[src/rtl/sort_result_collector_if.sv]
// Result-stream bundle between the sort stage, the collector and its reader.
// master: the collector side (consumes beats, presents frames).
interface sort_result_collector_if;
    logic        in_valid;
    logic [5:0]  in_result;
    logic        out_valid;
    logic        out_ready;
    logic [23:0] out_data;
    logic [7:0]  out_sum;
    logic [5:0]  out_max;
    logic [5:0]  out_min;

    modport master (
        input  in_valid, in_result, out_ready,
        output out_valid, out_data, out_sum, out_max, out_min
    );

    modport slave (
        output in_valid, in_result, out_ready,
        input  out_valid, out_data, out_sum, out_max, out_min
    );
endinterface

[src/rtl/sort_result_collector.sv]
// Collects 4-beat signed result frames, computes sum/max/min, buffers in a FIFO.
// Optional saturating truncation counter: define RC_ERR_CNT_EN.
module sort_result_collector #(
    parameter int DEPTH = 4
) (
    input  logic clk,
    input  logic rst_n,
    sort_result_collector_if.master bus,
    output logic err,
    output logic ovf
`ifdef RC_ERR_CNT_EN
    ,
    output logic [7:0] err_cnt
`endif
);
    localparam int AW = $clog2(DEPTH);
    localparam int CW = AW + 1;

    typedef enum logic {IDLE, COLLECT} state_t;

    state_t state, state_nx;
    logic [1:0] beat, beat_nx;
    logic push, trunc, pop, accept;

    logic signed [5:0] b0, b1, b2, b3;
    logic signed [7:0] sum;
    logic signed [5:0] mx01, mx23, mx, mn01, mn23, mn;
    logic [43:0] entry, head_e;

    logic [43:0]   mem [DEPTH];
    logic [AW-1:0] head, tail;
    logic [CW-1:0] count;

    always_ff @(posedge clk or negedge rst_n) begin
        if (!rst_n) begin
            state <= IDLE;
            beat  <= 2'd0;
        end else begin
            state <= state_nx;
            beat  <= beat_nx;
        end
    end

    always_comb begin
        state_nx = state;
        beat_nx  = beat;
        push     = 1'b0;
        trunc    = 1'b0;
        case (state)
            IDLE: begin
                if (bus.in_valid) begin
                    state_nx = COLLECT;
                    beat_nx  = 2'd1;
                end
            end
            COLLECT: begin
                if (!bus.in_valid) begin
                    trunc    = 1'b1;
                    state_nx = IDLE;
                    beat_nx  = 2'd0;
                end else if (beat == 2'd3) begin
                    push     = 1'b1;
                    state_nx = IDLE;
                    beat_nx  = 2'd0;
                end else begin
                    beat_nx = beat + 2'd1;
                end
            end
        endcase
    end

    // beat 3 is never registered: it feeds the push straight from the bus
    always_ff @(posedge clk or negedge rst_n) begin
        if (!rst_n) begin
            b0 <= '0;
            b1 <= '0;
            b2 <= '0;
        end else if (bus.in_valid) begin
            case (beat)
                2'd0:    b0 <= bus.in_result;
                2'd1:    b1 <= bus.in_result;
                2'd2:    b2 <= bus.in_result;
                default: ;
            endcase
        end
    end

    assign b3   = bus.in_result;
    assign sum  = 8'(b0) + 8'(b1) + 8'(b2) + 8'(b3);
    assign mx01 = (b0 > b1) ? b0 : b1;
    assign mx23 = (b2 > b3) ? b2 : b3;
    assign mx   = (mx01 > mx23) ? mx01 : mx23;
    assign mn01 = (b0 < b1) ? b0 : b1;
    assign mn23 = (b2 < b3) ? b2 : b3;
    assign mn   = (mn01 < mn23) ? mn01 : mn23;
    assign entry = {b0, b1, b2, b3, sum, mx, mn};

    assign pop    = (count != '0) && bus.out_ready;
    assign accept = push && ((count < CW'(DEPTH)) || pop);

    always_ff @(posedge clk or negedge rst_n) begin
        if (!rst_n) begin
            head  <= '0;
            tail  <= '0;
            count <= '0;
            err   <= 1'b0;
            ovf   <= 1'b0;
        end else begin
            err <= trunc;
            ovf <= push && !accept;
            if (pop)
                head <= head + AW'(1);
            if (accept)
                tail <= tail + AW'(1);
            if (accept && !pop)
                count <= count + CW'(1);
            else if (pop && !accept)
                count <= count - CW'(1);
        end
    end

    // storage needs no reset: the head is masked while the FIFO is empty
    always_ff @(posedge clk) begin
        if (accept)
            mem[tail] <= entry;
    end

    assign head_e        = (count != '0) ? mem[head] : '0;
    assign bus.out_valid = (count != '0);
    assign bus.out_data  = head_e[43:20];
    assign bus.out_sum   = head_e[19:12];
    assign bus.out_max   = head_e[11:6];
    assign bus.out_min   = head_e[5:0];

`ifdef RC_ERR_CNT_EN
    always_ff @(posedge clk or negedge rst_n) begin
        if (!rst_n)
            err_cnt <= 8'd0;
        else if (err && err_cnt != 8'hFF)
            err_cnt <= err_cnt + 8'd1;
    end
`endif
endmodule

[src/flat_wrapper.sv]
// flat-port wrapper written by rule: the top's interface ports become plain ports
module sort_result_collector_flat 
#(
    parameter int DEPTH = 4
)
  (clk, rst_n, err, ovf, bus_in_valid, bus_in_result, bus_out_ready, bus_out_valid, bus_out_data, bus_out_sum, bus_out_max, bus_out_min);
  sort_result_collector_if bus_i ();
  input  logic clk;
  input  logic rst_n;
  output logic err;
  output logic ovf;
  input wire logic [$bits(bus_i.in_valid)-1:0] bus_in_valid;
  input wire logic [$bits(bus_i.in_result)-1:0] bus_in_result;
  input wire logic [$bits(bus_i.out_ready)-1:0] bus_out_ready;
  output wire logic [$bits(bus_i.out_valid)-1:0] bus_out_valid;
  output wire logic [$bits(bus_i.out_data)-1:0] bus_out_data;
  output wire logic [$bits(bus_i.out_sum)-1:0] bus_out_sum;
  output wire logic [$bits(bus_i.out_max)-1:0] bus_out_max;
  output wire logic [$bits(bus_i.out_min)-1:0] bus_out_min;
  assign bus_i.in_valid = bus_in_valid;
  assign bus_i.in_result = bus_in_result;
  assign bus_i.out_ready = bus_out_ready;
  assign bus_out_valid = bus_i.out_valid;
  assign bus_out_data = bus_i.out_data;
  assign bus_out_sum = bus_i.out_sum;
  assign bus_out_max = bus_i.out_max;
  assign bus_out_min = bus_i.out_min;
  sort_result_collector #(.DEPTH(DEPTH)) u_core (.clk(clk), .rst_n(rst_n), .bus(bus_i), .err(err), .ovf(ovf));
endmodule
[config.mk]
export PLATFORM = sky130hd
export DESIGN_NAME = sort_result_collector_flat
export DESIGN_NICKNAME = d
export VERILOG_FILES = /design/src/rtl/sort_result_collector_if.sv /design/src/rtl/sort_result_collector.sv /design/src/flat_wrapper.sv
export SDC_FILE = /design/constraint.sdc
export NUM_CORES = 1
export LEC_CHECK = 0
export CAP_MARGIN = 40
export CORE_ASPECT_RATIO = 0.75
export CORE_UTILIZATION = 50
export DETAILED_ROUTE_END_ITERATION = 12
export GPL_TIMING_DRIVEN = 0
export PLACE_DENSITY = 0.69
export SLEW_MARGIN = 20
export SYNTH_ARGS = -nofsm -noshare
export SYNTH_HDL_FRONTEND = slang
export SYNTH_SLANG_ARGS = --single-unit
[constraint.sdc]
create_clock -name clk -period 5.15 [get_ports clk]
set_input_delay 0.7725 -clock clk [delete_from_list [all_inputs] [get_ports clk]]
set_output_delay 0.7725 -clock clk [all_outputs]
set_load 0.005 [all_outputs]
==> impl_metrics.json, run 1 <==
{
  "h-tree-depth": 1,
  "grt_antenna_before_repair": 0,
  "path_buf_inv": 3,
  "cp-end-kind": "register",
  "drtIter0Drc": 382,
  "die_width_um": 161,
  "setup_slack_ns": 0.235,
  "n_antenna_cell": 0,
  "clk_path_buf_depth": 3,
  "design_area_sq_um": 11100,
  "hold_viol": 0,
  "hold_buffers": 0,
  "grt_max_degree": 45,
  "placed_cells": 877,
  "synth_top_area_share_pct": 55.5,
  "drc": 0,
  "final_util_pct": 59.8,
  "syn2layout_area_growth_pct": 16.7,
  "yosys_warnings": 0,
  "finalNetCount": 717,
  "synth.net_count": 638,
  "drive_above_1_share_pct": 15.8,
  "numCtsBuffers": 21,
  "via_per_inst": 5.64,
  "num_vias": 5163,
  "grtUsageTotal_pct": 20.7,
  "peakVddDrop_uv": 411,
  "finalWeightedCongestion": 0.841,
  "wl_per_cell_um": 20.9,
  "critPathMaxFanout": 7,
  "postRouteAntennaNets": 0,
  "slew_viol_final": 0,
  "instances_no_fill": 916,
  "status": "complete, no violations",
  "max_slew.worst_pin.slew_ns": 0.757,
  "syn_area_per_cell_sq_um": 16.6,
  "dieHeight_um": 122,
  "slew_headroom_pct": 49.5,
  "skew_ns": 0.0172,
  "setup_viol": 0,
  "power_per_cell_area_nw_per_um2": 765,
  "async_flop_share_pct": 14.6,
  "yosys.area.top_type": "edfxtp_1",
  "drt-pass1-iter-count": 5,
  "core_sq_um": 18600,
  "leakage_nw": 4.10,
  "path_clk_slew_ns": 0.06,
  "dpl-instance-area_sq_um": 10400,
  "cts.sinks": 206,
  "grt_overflow": 0,
  "fin_crit_sh_pct": 95.4,
  "crit_chain": "clkdlybuf4s50_1 -> inv_1 -> ha_1 -> nand4_1 -> o21bai_4 -> a22o_4 -> a21oi_4 -> mux2i_1 -> ha_1 -> nor2b_1 -> o21a_1 -> o21a_1 -> o21a_1 -> o41ai_4 -> buf_4 -> mux2i_1",
  "cts-root-buf": "clkbuf_16",
  "slowest_delay_ns": 0.71,
  "boundaryPins": 57,
  "yosysMostFrequentCell": "edfxtp_1",
  "yosysUniqueCellTypes": 48,
  "numPortBuffers": 55,
  "dp_hpwl_um": 12200,
  "preCtsSetupSlack_ns": -0.414,
  "crit_slowest_cell": "clkdlybuf4s50_1",
  "synthCells": 575,
  "finalCriticalPeriod_ns": 4.92,
  "seq_area_frac_synth_pct": 63.4,
  "synth_enable_flop_cells": 176,
  "clock.fmax_ghz": 0.203,
  "required_ns": 5.40,
  "grt_first_pass_wirelength_um": 30500,
  "synth_area_leaders": "edfxtp_1 56%, mux4_2 10%, dfrtp_1 7.9%",
  "rows": 43,
  "cts_tree": "done",
  "drv_cap": 0,
  "path_delay_family": "compound AO/OA/AOI/OAI gates",
  "ys_dominant_reg_cell": "edfxtp_1",
  "grt_pass1_vias": 5567,
  "die_area_sq_um": 19600,
  "insertion_delay_ns": 0.50,
  "start_kind": "input port",
  "hp-class": "in2async",
  "crit_top_cell": "o21a_1",
  "drt-total-wl_um": 19100,
  "worstPathArrival_ns": 5.17,
  "ys_ff_latch": 206,
  "netlist_top_cells_count": "176 x edfxtp_1, 49 x and2_1, 44 x mux4_2, 39 x ha_1, 37 x inv_1",
  "critPathKind": "in2reg",
  "synth_area_sq_um": 9520,
  "start_util_pct": 51.3
}
-- worst paths after layout --
path                            depth (start not counted)                         from  slack [ns]                          end
worst min register to register                          1  u_core.count[2]$_DFFE_PN0P_        0.50  u_core.count[2]$_DFFE_PN0P_
worst min-delay path                                    1                        rst_n        0.30  u_core.count[2]$_DFFE_PN0P_
worst max register to register                         15     u_core.b1[5]$_DFFE_PN0P_        0.78   u_core.mem[3][6]$_DFFE_PP_
min in group clk                                        1  u_core.count[2]$_DFFE_PN0P_        0.50  u_core.count[2]$_DFFE_PN0P_
worst max-delay path                                   16             bus_in_result[4]        0.23   u_core.mem[3][6]$_DFFE_PP_
max in group asynchronous                               1                        rst_n        4.42     u_core.b0[3]$_DFFE_PN0P_
-- layout by cell type (no fill, tap or decap), drive strengths merged, types with 4 or more instances in the layout --
master,Yosys,routed
o21a,6,6
inv,37,39
mux2i,30,30
mux2,4,4
o21ai,21,21
ha,39,39
xnor2,8,8
clkdlybuf4s50,0,53
fa,14,14
nor2b,6,6
nor2,11,11
edfxtp,176,176
and2,49,49
dfrtp,30,30
clkinv,0,5
buf,8,10
mux4,44,44
nand3,7,7
clkbuf,13,39
a21oi,14,14
nand2,26,26
-- report_power, final --
group | internal, mW | switching, mW | leakage [nW]
logic | 1.97 | 2.11 | 1.80
registers | 2.58 | 0.273 | 1.96
clock network | 0.933 | 0.620 | 0.341
-- kinds of logic after synthesis --
kind of cell / share of synthesized area [%]
flip-flops: 63.4
AO/OA/AOI/OAI: 4.56
multiplexers: 14.0
XOR/XNOR: 1.01
AND/OR/NAND/NOR: 6.47
buffers and inverters: 2.47
adder cells (fa/ha/maj): 8.07
-- layer usage --
metal | share of wire (%) | vias up | track usage, %
met5 | 0 | - | 0
met1 | 47 | 2667 | 29.8
li1 | - | 2335 | -
met3 | 4.5 | 34 | 3.32
met2 | 47 | 127 | 33.3
met4 | 2.0 | 0 | 5.48
-- stage by stage --
stage / TNS (ns) / power (mW) / hold WS (ns)
after floorplan: 0 / 5.57 / 0.468
after global placement: -4.79 / 6.74 / 0.495
after detailed placement: -8.23 / 6.91 / 0.494
after CTS: 0 / 8.50 / 0.314
after global routing: -0.00434 / 9.06 / 0.349
final: 0 / 8.49 / 0.299
-- flip-flops by register name, indices dropped and copies added (netlist names) --
signal / cells
u_core.beat: 2
u_core.state: 1
u_core.head: 2
u_core.tail: 2
u_core.mem: 176
u_core.ovf: 1
u_core.b2: 6
u_core.b1: 6
u_core.err: 1
u_core.b0: 6
u_core.count: 3
-- timing repair --
| action | 4_1_cts | 5_1_grt |
|---|---|---|
| endpoints found under the hold margin | 0 | 0 |
| setup buffers | 0 | 1 |
| resized for setup | 0 | 2 |
| endpoints found under the setup margin | 0 | 24 |
-- final cells by class --
cell class              count  area, sq um
inverters                  37          139
repair buffers             56          556
flip-flops and latches    206         6040
well taps                 247          309
plain buffers              21         96.3
multi-input cells         311         3260
clock buffers              26          564
fillers                  1427         7450
clock inverters            12          144
Note: power is estimated with default switching activity, not from simulation.
==> run 2, diff against run 1 <==
--- a/config.mk
+++ b/config.mk
@@ -7,10 +7,10 @@
 export LEC_CHECK = 0
 export CAP_MARGIN = 40
 export CORE_ASPECT_RATIO = 0.75
-export CORE_UTILIZATION = 50
+export CORE_MARGIN = 3
+export CORE_UTILIZATION = 30
 export DETAILED_ROUTE_END_ITERATION = 12
 export GPL_TIMING_DRIVEN = 0
-export PLACE_DENSITY = 0.69
 export SLEW_MARGIN = 20
 export SYNTH_ARGS = -nofsm -noshare
 export SYNTH_HDL_FRONTEND = slang
==> impl_metrics.json, run 2 (synthesis gave the netlist of run 1 again) <==
{
  "dieHeight_um": 160,
  "wl_per_cell_um": 19.0,
  "num_vias": 5084,
  "via_per_inst": 4.77,
  "finalWeightedCongestion": 0.802,
  "cts_tree": "done",
  "slowest_delay_ns": 0.70,
  "numCtsBuffers": 21,
  "grt_first_pass_wirelength_um": 31900,
  "h-tree-depth": 1,
  "finalSetupTns_ns": 0,
  "dpl-instance-area_sq_um": 10600,
  "finalPower_mw": 8.38,
  "status": "complete, no violations",
  "setup_viol": 0,
  "met3_wirelength_um": 1290,
  "numPortBuffers": 55,
  "peakVddDrop_uv": 362,
  "top_register": "u_core.mem",
  "hp-class": "in2async",
  "drtIter0Drc": 362,
  "fin_crit_sh_pct": 95.1,
  "n_antenna_cell": 0,
  "path_delay_family": "compound AO/OA/AOI/OAI gates",
  "drt-pass1-iter-count": 4,
  "grt_pass1_vias": 5201,
  "wl_met2_um": 8530,
  "start_kind": "input port",
  "cp-end-kind": "register",
  "grt_max_degree": 45,
  "finalCriticalPeriod_ns": 4.90,
  "drive_above_1_share_pct": 15.3,
  "crit_slowest_cell": "clkdlybuf4s50_1",
  "layout_common_cells": "176 x edfxtp_1, 52 x clkdlybuf4s50_1, 45 x and2_1, 44 x mux4_2, 39 x ha_1",
  "critPathKind": "in2reg",
  "syn2layout_area_growth_pct": 17.8,
  "design_area_sq_um": 11200,
  "finalNetCount": 717,
  "hold_viol": 0,
  "boundaryPins": 57,
  "die_area_sq_um": 33900,
  "core_sq_um": 30700,
  "final_common_cell": "edfxtp_1",
  "max_slew.worst_pin.slew_ns": 0.740,
  "multi_input_area_sq_um": 3260,
  "slew_headroom_pct": 50.5,
  "path_clk_slew_ns": 0.06,
  "num-fill-cells": 2906,
  "skew_ns": 0.0145,
  "r2r_slack_ns": 0.58,
  "critPathMaxFanout": 7,
  "grt_antenna_before_repair": 0,
  "cts.sinks": 206,
  "cts-root-buf": "clkbuf_16",
  "rows": 55,
  "drc": 0,
  "required_ns": 5.41,
  "grt_overflow": 0,
  "die_width_um": 212,
  "largest_reg_flops": 176,
  "slew_viol_final": 0,
  "clock.fmax_ghz": 0.204,
  "top_layer_used": "met4",
  "insertion_delay_ns": 0.50,
  "regArea_sq_um": 6040,
  "power_per_cell_area_nw_per_um2": 747,
  "start_util_pct": 31.0,
  "leakage_nw": 4.07,
  "met1Wirelength_um": 9990,
  "crit_chain": "clkdlybuf4s50_1 -> inv_1 -> ha_1 -> nand4_1 -> o21bai_4 -> a22o_4 -> a21oi_4 -> mux2i_1 -> ha_1 -> nor2b_1 -> o21a_1 -> o21a_1 -> o21a_1 -> o41ai_4 -> buf_4 -> mux2i_1",
  "postRouteAntennaNets": 0,
  "clk_path_buf_depth": 3,
  "crit_top_cell": "o21a_1",
  "drv_cap": 0,
  "worstPathArrival_ns": 5.16,
  "drt-total-wl_um": 20200,
  "dp_hpwl_um": 13300,
  "path_buf_inv": 3,
  "grtUsageTotal_pct": 12.3
}
[run 2: report_power, final]
part	internal (mW)	switching, mW	leakage (nW)
Clock	0.794	0.618	0.309
Combinational	1.97	2.14	1.81
Sequential	2.59	0.271	1.96
[run 2: final timing paths]
| path | startpoint | to | depth (start not counted) |
|---|---|---|---|
| min in group clk | u_core.count[2]$_DFFE_PN0P_ | u_core.count[2]$_DFFE_PN0P_ | 1 |
| setup / recovery | bus_in_result[3] | u_core.mem[3][7]$_DFFE_PP_ | 16 |
| hold / removal | rst_n | u_core.err$_DFF_PN0_ | 1 |
| hold reg to reg | u_core.count[2]$_DFFE_PN0P_ | u_core.count[2]$_DFFE_PN0P_ | 1 |
| max in group asynchronous | rst_n | u_core.b1[2]$_DFFE_PN0P_ | 1 |
| setup reg to reg | u_core.b1[5]$_DFFE_PN0P_ | u_core.mem[3][7]$_DFFE_PP_ | 15 |
[run 2: final cells by class]
type	instances	area share, %
multi-input cells	311	29.1
flip-flops and latches	206	53.8
clock buffers	23	4.75
inverters	37	1.24
plain buffers	21	0.859
well taps	399	4.45
repair buffers	56	4.98
clock inverters	13	0.803
[run 2: through the flow]
step / std cells / setup slack (ns) / hold WS (ns) / util (%)
after floorplan: 575 / 1.10 / 0.468 / -
after global placement: 1029 / -0.502 / 0.493 / 34.4
after detailed placement: 1029 / -0.480 / 0.504 / 34.5
after CTS: 1065 / 0.0143 / 0.305 / 36.5
after global routing: 1066 / -0.00763 / 0.351 / 36.5
final: 1066 / 0.252 / 0.302 / 36.5
[run 2: timing repair]
item / CTS / global route
hold buffers: 0 / 0
endpoints found under the hold margin: 0 / 0
resized for setup: 0 / 3
endpoints found under the setup margin: 0 / 24
setup buffers: 0 / 1
[run 2: metal layers]
| metal | vias to the layer above | track usage (%) |
|---|---|---|
| met5 | - | 0 |
| met4 | 0 | 2.98 |
| met3 | 33 | 2.00 |
| met2 | 130 | 17.4 |
| met1 | 2584 | 19.4 |
| li1 | 2337 | - |
